## config.mk

```make
export PLATFORM = sky130hd
export DESIGN_NAME = alu_digit_serial
export DESIGN_NICKNAME = d
export VERILOG_FILES = /design/src/rtl/alu_pkg.sv /design/src/rtl/alu_slice.sv /design/src/rtl/alu_digit_serial.sv
export SDC_FILE = /design/constraint.sdc
export NUM_CORES = 1
export LEC_CHECK = 0
export ABC_AREA = 1
export CAP_MARGIN = 20
export CORE_MARGIN = 5
export CORE_UTILIZATION = 50
export DETAILED_ROUTE_END_ITERATION = 12
export GPL_ROUTABILITY_DRIVEN = 0
export PLACE_DENSITY_LB_ADDON = 0.2
export SETUP_SLACK_MARGIN = 0.15
export SKIP_CTS_REPAIR_TIMING = 1
export SYNTH_ARGS = -nofsm -noshare
export SYNTH_HDL_FRONTEND = slang
export SYNTH_SLANG_ARGS = --single-unit
```

## constraint.sdc

```tcl
create_clock -name clk -period 9.2 [get_ports clk]
set_clock_uncertainty 0.2 [all_clocks]
set_input_delay 1.38 -clock clk [delete_from_list [all_inputs] [get_ports clk]]
set_output_delay 1.38 -clock clk [all_outputs]
set_load 0.1 [all_outputs]
```

## src/rtl/alu_pkg.sv

```systemverilog
// Shared types for the digit-serial ALU: op encodings, FSM states and the subtract-path helper.
package alu_pkg;

  typedef enum logic [2:0] {
    OP_AND  = 3'b000,
    OP_OR   = 3'b001,
    OP_ADD  = 3'b010,
    OP_SUB  = 3'b011,
    OP_XOR  = 3'b100,
    OP_SLT  = 3'b101,
    OP_SLTU = 3'b110,
    OP_RSVD = 3'b111
  } alu_op_e;

  typedef enum logic [1:0] {
    IDLE,
    RUN,
    DONE
  } state_e;

  // Compares reuse the subtractor, so they need the inverted B and the seeded carry too.
  function automatic logic is_sub(input alu_op_e op);
    return (op == OP_SUB) || (op == OP_SLT) || (op == OP_SLTU);
  endfunction

endpackage

```

## src/rtl/alu_slice.sv

```systemverilog
// Combinational SLICE-bit ALU unit; zero latency, no flow control (driven by the serial top).
module alu_slice
  import alu_pkg::*;
#(
  parameter int SLICE = 4
) (
  input  logic [SLICE-1:0] a_s,
  input  logic [SLICE-1:0] b_s,
  input  logic             cin,
  input  alu_op_e          op,
  output logic [SLICE-1:0] y_s,
  output logic             cout_s,
  output logic             cmsb_s
);

  logic [SLICE-1:0] b_eff;
  logic [SLICE:0]   sum;

  assign b_eff  = is_sub(op) ? ~b_s : b_s;
  assign sum    = {1'b0, a_s} + {1'b0, b_eff} + {{SLICE{1'b0}}, cin};
  // Carry into the MSB, recovered from the sum bit; XOR with cout gives signed overflow.
  assign cmsb_s = sum[SLICE-1] ^ a_s[SLICE-1] ^ b_eff[SLICE-1];

  always_comb begin
    y_s    = '0;
    cout_s = 1'b0;
    case (op)
      OP_AND: y_s = a_s & b_s;
      OP_OR:  y_s = a_s | b_s;
      OP_XOR: y_s = a_s ^ b_s;
      OP_ADD, OP_SUB, OP_SLT, OP_SLTU: begin
        y_s    = sum[SLICE-1:0];
        cout_s = sum[SLICE];
      end
      default: ;
    endcase
  end

endmodule

```

## src/rtl/alu_digit_serial.sv

```systemverilog
// Digit-serial ALU, SLICE bits/clock LSB first; out_valid NSLICE edges after the accept edge, result held until out_ready.
// One op in flight, in_ready only in IDLE; status flags zero/neg/ovf exist only when ALU_FLAGS_EN is defined.
module alu_digit_serial
  import alu_pkg::*;
#(
  parameter int WIDTH = 16,
  parameter int SLICE = 4
) (
  input  logic             clk,
  input  logic             rst_n,
  input  logic             in_valid,
  output logic             in_ready,
  input  logic [WIDTH-1:0] a,
  input  logic [WIDTH-1:0] b,
  input  logic [2:0]       op,
  output logic             out_valid,
  input  logic             out_ready,
  output logic [WIDTH-1:0] y,
  output logic             cout
`ifdef ALU_FLAGS_EN
  ,
  output logic             zero,
  output logic             neg,
  output logic             ovf
`endif
);

  localparam int NSLICE = WIDTH / SLICE;
  localparam int CW     = (NSLICE > 1) ? $clog2(NSLICE) : 1;

  if (WIDTH % SLICE != 0) begin : g_bad_cfg
    $error("alu_digit_serial: WIDTH must be a multiple of SLICE");
  end

  state_e           state_q, state_d;
  logic [CW-1:0]    cnt_q;
  logic             carry_q;
  logic [WIDTH-1:0] a_q, b_q, y_q, y_d;
  alu_op_e          op_q;
  logic             cout_q;
  logic             last_slice;
  logic [SLICE-1:0] y_s;
  logic             cout_s, cmsb_s, arith_ovf;

  assign last_slice = (cnt_q == CW'(NSLICE - 1));

  always_ff @(posedge clk or negedge rst_n) begin
    if (!rst_n) state_q <= IDLE;
    else        state_q <= state_d;
  end

  always_comb begin
    state_d   = state_q;
    in_ready  = 1'b0;
    out_valid = 1'b0;
    case (state_q)
      IDLE: begin
        in_ready = 1'b1;
        if (in_valid) state_d = RUN;
      end
      RUN:  if (last_slice) state_d = DONE;
      DONE: begin
        out_valid = 1'b1;
        if (out_ready) state_d = IDLE;
      end
      default: state_d = IDLE;
    endcase
  end

  alu_slice #(.SLICE(SLICE)) u_slice (
    .a_s    (a_q[cnt_q*SLICE +: SLICE]),
    .b_s    (b_q[cnt_q*SLICE +: SLICE]),
    .cin    (carry_q),
    .op     (op_q),
    .y_s    (y_s),
    .cout_s (cout_s),
    .cmsb_s (cmsb_s)
  );

  // Compares replace the whole word with the 0/1 verdict once the final slice is known.
  always_comb begin
    arith_ovf                  = cout_s ^ cmsb_s;
    y_d                        = y_q;
    y_d[cnt_q*SLICE +: SLICE]  = y_s;
    if (last_slice && op_q == OP_SLT)
      y_d = {{(WIDTH-1){1'b0}}, y_s[SLICE-1] ^ arith_ovf};
    else if (last_slice && op_q == OP_SLTU)
      y_d = {{(WIDTH-1){1'b0}}, ~cout_s};
  end

  always_ff @(posedge clk or negedge rst_n) begin
    if (!rst_n) begin
      a_q     <= '0;
      b_q     <= '0;
      op_q    <= OP_AND;
      cnt_q   <= '0;
      carry_q <= 1'b0;
      y_q     <= '0;
      cout_q  <= 1'b0;
    end else if (state_q == IDLE && in_valid) begin
      a_q     <= a;
      b_q     <= b;
      op_q    <= alu_op_e'(op);
      cnt_q   <= '0;
      carry_q <= is_sub(alu_op_e'(op));
    end else if (state_q == RUN) begin
      y_q     <= y_d;
      carry_q <= cout_s;
      if (last_slice)
        cout_q <= (op_q == OP_ADD || op_q == OP_SUB) ? cout_s : 1'b0;
      else
        cnt_q  <= cnt_q + 1'b1;
    end
  end

  assign y    = y_q;
  assign cout = cout_q;

`ifdef ALU_FLAGS_EN
  logic zero_q, neg_q, ovf_q;

  always_ff @(posedge clk or negedge rst_n) begin
    if (!rst_n) begin
      zero_q <= 1'b0;
      neg_q  <= 1'b0;
      ovf_q  <= 1'b0;
    end else if (state_q == RUN && last_slice) begin
      zero_q <= (y_d == '0);
      neg_q  <= y_d[WIDTH-1];
      ovf_q  <= (op_q == OP_ADD || op_q == OP_SUB) && arith_ovf;
    end
  end

  assign zero = zero_q;
  assign neg  = neg_q;
  assign ovf  = ovf_q;
`endif

endmodule
```

==> parameters.txt, run 1 <==
Parameter                              Value

Critical path
  Type of the setup path with the least slack ... flop to flop
  Delay-heaviest family, CP ... simple AND/OR/NAND/NOR gates
  Cell type with the highest occurrence count on the critical path ... nand2_1
  Buffers plus inverters on the worst setup path ... 3
  Maximum fanout along the worst path ... 26
  Cell with the largest stage delay on the worst path ... dfrtp_1
  Crit. End Element ... flop
  Longest individual stage delay on the worst path ... 0.81 ns
  CP cell instances ... inv_2, or2_2, a32oi_2, xor2_1, fa_1, fa_1, inv_1, nand3_1, nand2_1, nand2_2, inv_2, nand3_2, nand2_1, nand2_1, nand3_1, nand3_1, nand2_1, nand2_1
  Signal arrival time at the worst endpoint ... 3.91 ns
  Required time of the critical path ... 9.23 ns
  Startpoint Class ... flop
  Reg2Reg Setup Slack ... 5.32 ns

Final layout
  Final layout net count ... 536
  Growth of design area from synthesis to finish ... 25.3%
  Number of antenna diodes ... 0
  Fraction of layout instances using a drive strength above 1 ... 13.0%
  Final design area excluding fillers ... 0.00419 sq mm

CTS
  Number of levels in the clock H-tree ... 3
  Cell at the root of the clock tree ... clkbuf_8
  Clock Latency Late Sink ... 0.35 ns
  Clock-pin slew on the worst setup and hold paths ... 0.07 ns
  CTS tree ... yes
  CTS Buffer Depth ... 2
  CTS buffer count ... 9
  TritonCTS Sinks ... 57

Floorplanning
  I/O pin total ... 58
  Die area ... 0.00841 sq mm
  Area inside the core boundary ... 0.00642 sq mm
  Die X-Extent ... 91.7 um
  Die Y ... 91.7 um
  Row count ... 29
  Initial Util ... 52.0%

Timing
  Fin crit share ... 42.1%
  Max-slew violation count ... 0
  Maximum frequency from static timing analysis ... 0.258 GHz
  Post-layout min period ... 3.88 ns
  Setup tns final ... 0 ns
  Worst Tran Pin Value ... 0.975 ns
  Final worst setup slack ... 5.32 ns
  Setup violations, final ... 0
  Unrepaired setup endpoints after global routing ... false
  Tightest slew margin relative to the limit ... 34.8%
  Count of final hold-check violations ... 0

Synth
  Number of flops mapped to enable cells by yosys ... 0
  Main combinational cell family by area after synthesis ... simple AND/OR/NAND/NOR gates
  Warnings, synthesis ... 0
  Number of standard cells after synthesis ... 423
  Count of unique library cells instantiated by Yosys ... 37
  Mapped Nets ... 480
  Post-synthesis mux area share ... 0%
  Area share of the largest cell type after synthesis ... 42.7%
  Share of flip-flops with an asynchronous set or reset ... 100%
  Post-synthesis cell area ... 0.00334 sq mm
  Post-synthesis simple-gate area fraction ... 30.6%
  Area share of fa/ha/maj cells after synthesis ... 7.19%
  Mean instance size in the synthesized netlist ... 7.89 sq um
  Flops & latches, synth ... 57
  Main flop type after synthesis ... dfrtp_1
  Synthesized-area fraction occupied by ao, oa, aoi and oai cells ... 11.7%
  Cell taking the most area after synthesis ... dfrtp_1
  Top cells by area, synth ... dfrtp_1, nand2_1, ha_1, o21ai_0, nand3_1
  Fraction of synthesized cell area in xor and xnor cells ... 1.05%
  Sequential area share after synthesis ... 42.7%

Place
  DP HPWL ... 5.69 mm
  Count of input and output buffers ... 57
  Minimum setup slack after placement ... 5.29 ns
  Placed Instance Area ... 0.00395 sq mm

Global route
  Initial antenna violation count ... 0
  Largest net degree at the start of global routing ... 58
  Via count of the first global-routing pass ... 2975
  Remaining Overflow, GRT ... 0
  First-pass GRT wire length ... 13.4 mm
  GR Util All Layers ... 19.6%

Route
  Routed Wire Length ... 7.66 mm
  DR pass1 iterations ... 4
  Met1 routed wirelength after detailed routing ... 3.41 mm
  Post-DRT Antenna Nets ... 0
  Routed via count divided by cell count ... 5.11
  Top Layer Used ... met4
  DR WL met3 ... 316 um
  Drt initial violations ... 157
  Vias ... 2868
  DRC violations left ... 0
  Post-DR wirelength/cell ... 13.7 um
  Detailed route wirelength on metal2 ... 3.67 mm

Job
  Count of max-cap constraint violations ... 0

Hold path
  Worst min path class ... flop to flop

Run status
  Run status ... complete, no violations
kinds of logic (layout without fill, tap and decap cells):
logic type	count (synthesis)	count (layout)
adders and majority gates	18	18
and+or+nand+nor	226	226
DFF	57	57
buffers and inverters	55	116
xor gates and xnor gates	4	4
AOI/OAI and AO/OA	63	63
layout make-up:
cell class,count,area [sq um]
multi-input combinational,311,1690
clock inverter,4,73.8
clock buffer,12,165
sequential,57,1430
tap,77,96.3
inverter,42,160
timing repair buffer,58,573
fill,587,2240
stage by stage:
step / std cells / utilization (%) / hold slack, ns
floorplan: 423 / - / 0.241
global placement: 545 / 61.4 / 0.257
detailed placement: 545 / 61.4 / 0.258
CTS: 561 / 65.2 / 0.280
global route: 561 / 65.2 / 0.304
finish: 561 / 65.2 / 0.276
cell usage after synthesis (all sizes together) (3+ instances only):
cell	n
or2	17
nor2	14
dfrtp	57
a32oi	6
o31ai	3
o21ai	37
xor2	4
nand3	32
clkbuf	6
inv	42
buf	7
nand2	157
nor3	3
ha	16
a21oi	13
worst register-to-register path, cell delays in order, from the launching register on:
cell,delay [ns]
dfrtp_1,0.81
inv_2,0.35
or2_2,0.38
a32oi_2,0.23
xor2_1,0.12
fa_1,0.45
fa_1,0.38
inv_1,0.09
nand3_1,0.07
nand2_1,0.08
nand2_2,0.06
inv_2,0.09
nand3_2,0.07
nand2_1,0.07
nand2_1,0.06
nand3_1,0.06
nand3_1,0.07
nand2_1,0.06
nand2_1,0.05
flip-flops by register name, summed over array words and instances (netlist names):
register  count
op_q          3
a_q          16
cout          1
y            16
cnt_q         2
carry_q       1
b_q          16
state_q       2
layer usage:
layer / global-route usage, % / vias to the layer above
met1: 23.4 / 1302
met4: 10.4 / 0
met5: 0 / -
met3: 3.36 / 25
met2: 33.8 / 67
li1: - / 1474
path summary, 6_finish.rpt:
check	startpoint	to	depth (start not counted)
setup / recovery	cnt_q[0]	y[0]	18
hold / removal	b_q[5]	b_q[5]	2
setup reg to reg	cnt_q[0]	y[0]	18
hold reg to reg	b_q[5]	b_q[5]	2
max in group asynchronous	rst_n	a_q[7]	2
min in group asynchronous	rst_n	y[12]	2
layout by cell type (no fill, tap or decap), types with 2 or more instances in the layout:
cell type | Yosys | routed
inv_2 | 9 | 9
a32oi_1 | 3 | 3
dfrtp_1 | 57 | 57
nand3_2 | 5 | 5
nor3_1 | 2 | 2
xor2_1 | 4 | 4
nand2_1 | 153 | 153
a21oi_1 | 13 | 13
ha_1 | 16 | 16
o31ai_1 | 3 | 3
inv_1 | 32 | 32
o21ai_1 | 5 | 5
nor2_4 | 3 | 3
nand4_1 | 2 | 2
nand2_2 | 4 | 4
fa_1 | 2 | 2
clkdlybuf4s50_1 | 0 | 56
clkbuf_8 | 0 | 12
or2_2 | 14 | 14
a32oi_2 | 3 | 3
nand3_1 | 26 | 26
o21ai_0 | 31 | 31
bufinv_16 | 0 | 2
nor2_1 | 9 | 9
nor2_2 | 2 | 2
or2_1 | 2 | 2
Power of run 1 is not shown: default switching activity piles up to over one toggle a cycle in this logic, so the estimate is an artifact.
==> inputs of run 2 (changes only) <==
--- a/config.mk
+++ b/config.mk
@@ -8,7 +8,7 @@
 export ABC_AREA = 1
 export CAP_MARGIN = 20
 export CORE_MARGIN = 5
-export CORE_UTILIZATION = 50
+export CORE_UTILIZATION = 48
 export DETAILED_ROUTE_END_ITERATION = 12
 export GPL_ROUTABILITY_DRIVEN = 0
 export PLACE_DENSITY_LB_ADDON = 0.2
==> constraint.sdc (replaced) <==
create_clock -name clk -period 3.45 [get_ports clk]
set_clock_uncertainty 0.2 [all_clocks]
set_input_delay 0.5175 -clock clk [delete_from_list [all_inputs] [get_ports clk]]
set_output_delay 0.5175 -clock clk [all_outputs]
set_load 0.1 [all_outputs]
==> run 2 against run 1 <==
Non-clock buffer count up 9; register-to-register slack worse by 4.9 ns; critical path depth unchanged; first-iteration DRC count down 21%.
==> parameters.txt, run 2 (synthesis gave the netlist of run 1 again) <==
Parameter                              Value

Run status
  Run status ... complete, no violations (unchanged)

Final layout
  Number of antenna diodes ... 0 (unchanged)
  Growth of design area from synthesis to finish ... 25.7% (was 25.3%)
  Most common cell after layout, fill and taps aside ... nand2_1 (unchanged)
  Final layout net count ... 545 (was 536)
  Commonest cells after routing, fill and taps aside ... nand2_1, dfrtp_1, clkdlybuf4s50_1, inv_1, o21ai_0 (unchanged)
  Fraction of layout instances using a drive strength above 1 ... 17.4% (was 13.0%)
  Count of fill cells added during filler insertion ... 634 (was 587)

Critical path
  Worst r2r src ... cnt_q[0] (unchanged)
  CP cell instances ... inv_2, or2_2, a32oi_2, xor2_1, fa_2, fa_1, inv_1, nand3_1, nand2_1, nand2_2, inv_2, nand3_2, nand3_1, nand2_1, nand2_1, nand3_1, nand2_1, nand2_1 (was inv_2, or2_2, a32oi_2, xor2_1, fa_1, fa_1, inv_1, nand3_1, nand2_1, nand2_2, inv_2, nand3_2, nand2_1, nand2_1, nand3_1, nand3_1, nand2_1, nand2_1)
  Cell with the largest stage delay on the worst path ... dfrtp_2 (was dfrtp_1)
  Buffers plus inverters on the worst setup path ... 3 (unchanged)
  Worst setup startpoint ... cnt_q[0] (unchanged)
  Longest individual stage delay on the worst path ... 0.39 ns (was 0.81 ns)
  Delay-heaviest family, CP ... simple AND/OR/NAND/NOR gates (unchanged)
  Required time of the critical path ... 3.48 ns (was 9.23 ns)
  Signal arrival time at the worst endpoint ... 3.08 ns (was 3.91 ns)
  Type of the setup path with the least slack ... flop to flop (unchanged)
  Maximum fanout along the worst path ... 12 (was 26)
  Startpoint Class ... flop (unchanged)
  Crit. End Element ... flop (unchanged)
  Cell type with the highest occurrence count on the critical path ... nand2_1 (unchanged)

Route
  Routed Wire Length ... 7.98 mm (was 7.66 mm)
  Post-DR wirelength/cell ... 13.5 um (was 13.7 um)
  Vias ... 2957 (was 2868)
  Routed via count divided by cell count ... 5.02 (was 5.11)
  DRC violations left ... 0 (unchanged)
  Drt initial violations ... 124 (was 157)
  Post-DRT Antenna Nets ... 0 (unchanged)
  DR pass1 iterations ... 5 (was 4)

Floorplanning
  Initial Util ... 49.2% (was 52.0%)
  Area inside the core boundary ... 0.00679 sq mm (was 0.00642 sq mm)
  Row count ... 30 (was 29)
  Die Y ... 93.4 um (was 91.7 um)
  Die X-Extent ... 93.4 um (was 91.7 um)
  I/O pin total ... 58 (unchanged)
  Die area ... 0.00873 sq mm (was 0.00841 sq mm)

Hold path
  Startpoint of the tightest hold check path ... a_q[12] (was b_q[5])
  Worst min path class ... flop to flop (unchanged)

Timing
  Unrepaired setup endpoints after global routing ... false (unchanged)
  Post-layout min period ... 3.05 ns (was 3.88 ns)
  Maximum frequency from static timing analysis ... 0.328 GHz (was 0.258 GHz)
  Count of final hold-check violations ... 0 (unchanged)
  Setup tns final ... 0 ns (unchanged)
  Max-slew violation count ... 0 (unchanged)
  Worst Tran Pin Value ... 0.962 ns (was 0.975 ns)
  Fin crit share ... 88.4% (was 42.1%)
  Tightest slew margin relative to the limit ... 35.6% (was 34.8%)
  Setup violations, final ... 0 (unchanged)

CTS
  Clock Latency Late Sink ... 0.34 ns (was 0.35 ns)
  Number of levels in the clock H-tree ... 3 (unchanged)
  Clock-pin slew on the worst setup and hold paths ... 0.06 ns (was 0.07 ns)
  CTS Buffer Depth ... 2 (unchanged)
  CTS tree ... yes (unchanged)
  Cell at the root of the clock tree ... clkbuf_8 (unchanged)
  TritonCTS Sinks ... 57 (unchanged)
  CTS buffer count ... 9 (unchanged)

Place
  Count of input and output buffers ... 57 (unchanged)
  DP HPWL ... 6.17 mm (was 5.69 mm)

Global route
  GR Util All Layers ... 19.8% (was 19.6%)
  Remaining Overflow, GRT ... 0 (unchanged)
  Largest net degree at the start of global routing ... 42 (was 58)
  First-pass GRT wire length ... 13.5 mm (was 13.4 mm)
  Via count of the first global-routing pass ... 2862 (was 2975)
  Initial antenna violation count ... 0 (unchanged)

Job
  Count of max-cap constraint violations ... 0 (unchanged)
[run 2: worst paths after layout]
path | end | slack (ns) | depth (start not counted)
setup / recovery | y[0] | 0.40 | 18
hold reg to reg | a_q[12] | 0.27 | 2
max in group asynchronous | cnt_q[0] | 1.89 | 3
setup reg to reg | y[0] | 0.40 | 18
min in group asynchronous | state_q[1] | 0.48 | 2
hold / removal | a_q[12] | 0.27 | 2
[run 2: layout make-up]
| cell class | count | area (sq um) | share of cell area (%) |
|---|---|---|---|
| Tap cell | 96 | 120 | 2.86 |
| Timing Repair Buffer | 67 | 606 | 14.4 |
| Inverter | 42 | 160 | 3.82 |
| Multi-Input combinational cell | 311 | 1690 | 40.3 |
| Clock inverter | 3 | 40.0 | 0.954 |
| Sequential cell | 57 | 1430 | 34.0 |
| Clock buffer | 13 | 149 | 3.55 |
[run 2: tightest hold or removal path: stages, from the launching register on]
cell and delay (ns):
dfrtp_1 0.34, nand2_1 0.05, nand2_1 0.05
[run 2: metrics by stage]
step / instance area (sq um) / util [%] / std cells / setup slack (ns) / hold slack [ns]
after floorplan: 3340 / - / 423 / 0.354 / 0.0219
after global placement: 3980 / 58.5 / 570 / 0.343 / 0.258
after detailed placement: 3980 / 58.5 / 570 / 0.278 / 0.257
after CTS: 4170 / 61.3 / 586 / 0.261 / -0.0505
after global routing: 4200 / 61.8 / 589 / 0.161 / 0.304
final: 4200 / 61.8 / 589 / 0.400 / 0.273
[run 2: layer usage]
metal / wire length, um / vias up / track usage [%]
met1: 3480 / 1367 / 24.2
met2: 3860 / 81 / 32.6
met5: 0 / - / 0
li1: - / 1488 / -
met3: 347 / 21 / 3.62
met4: 282 / 0 / 11.1
Power of run 2 is left out for the same reason.
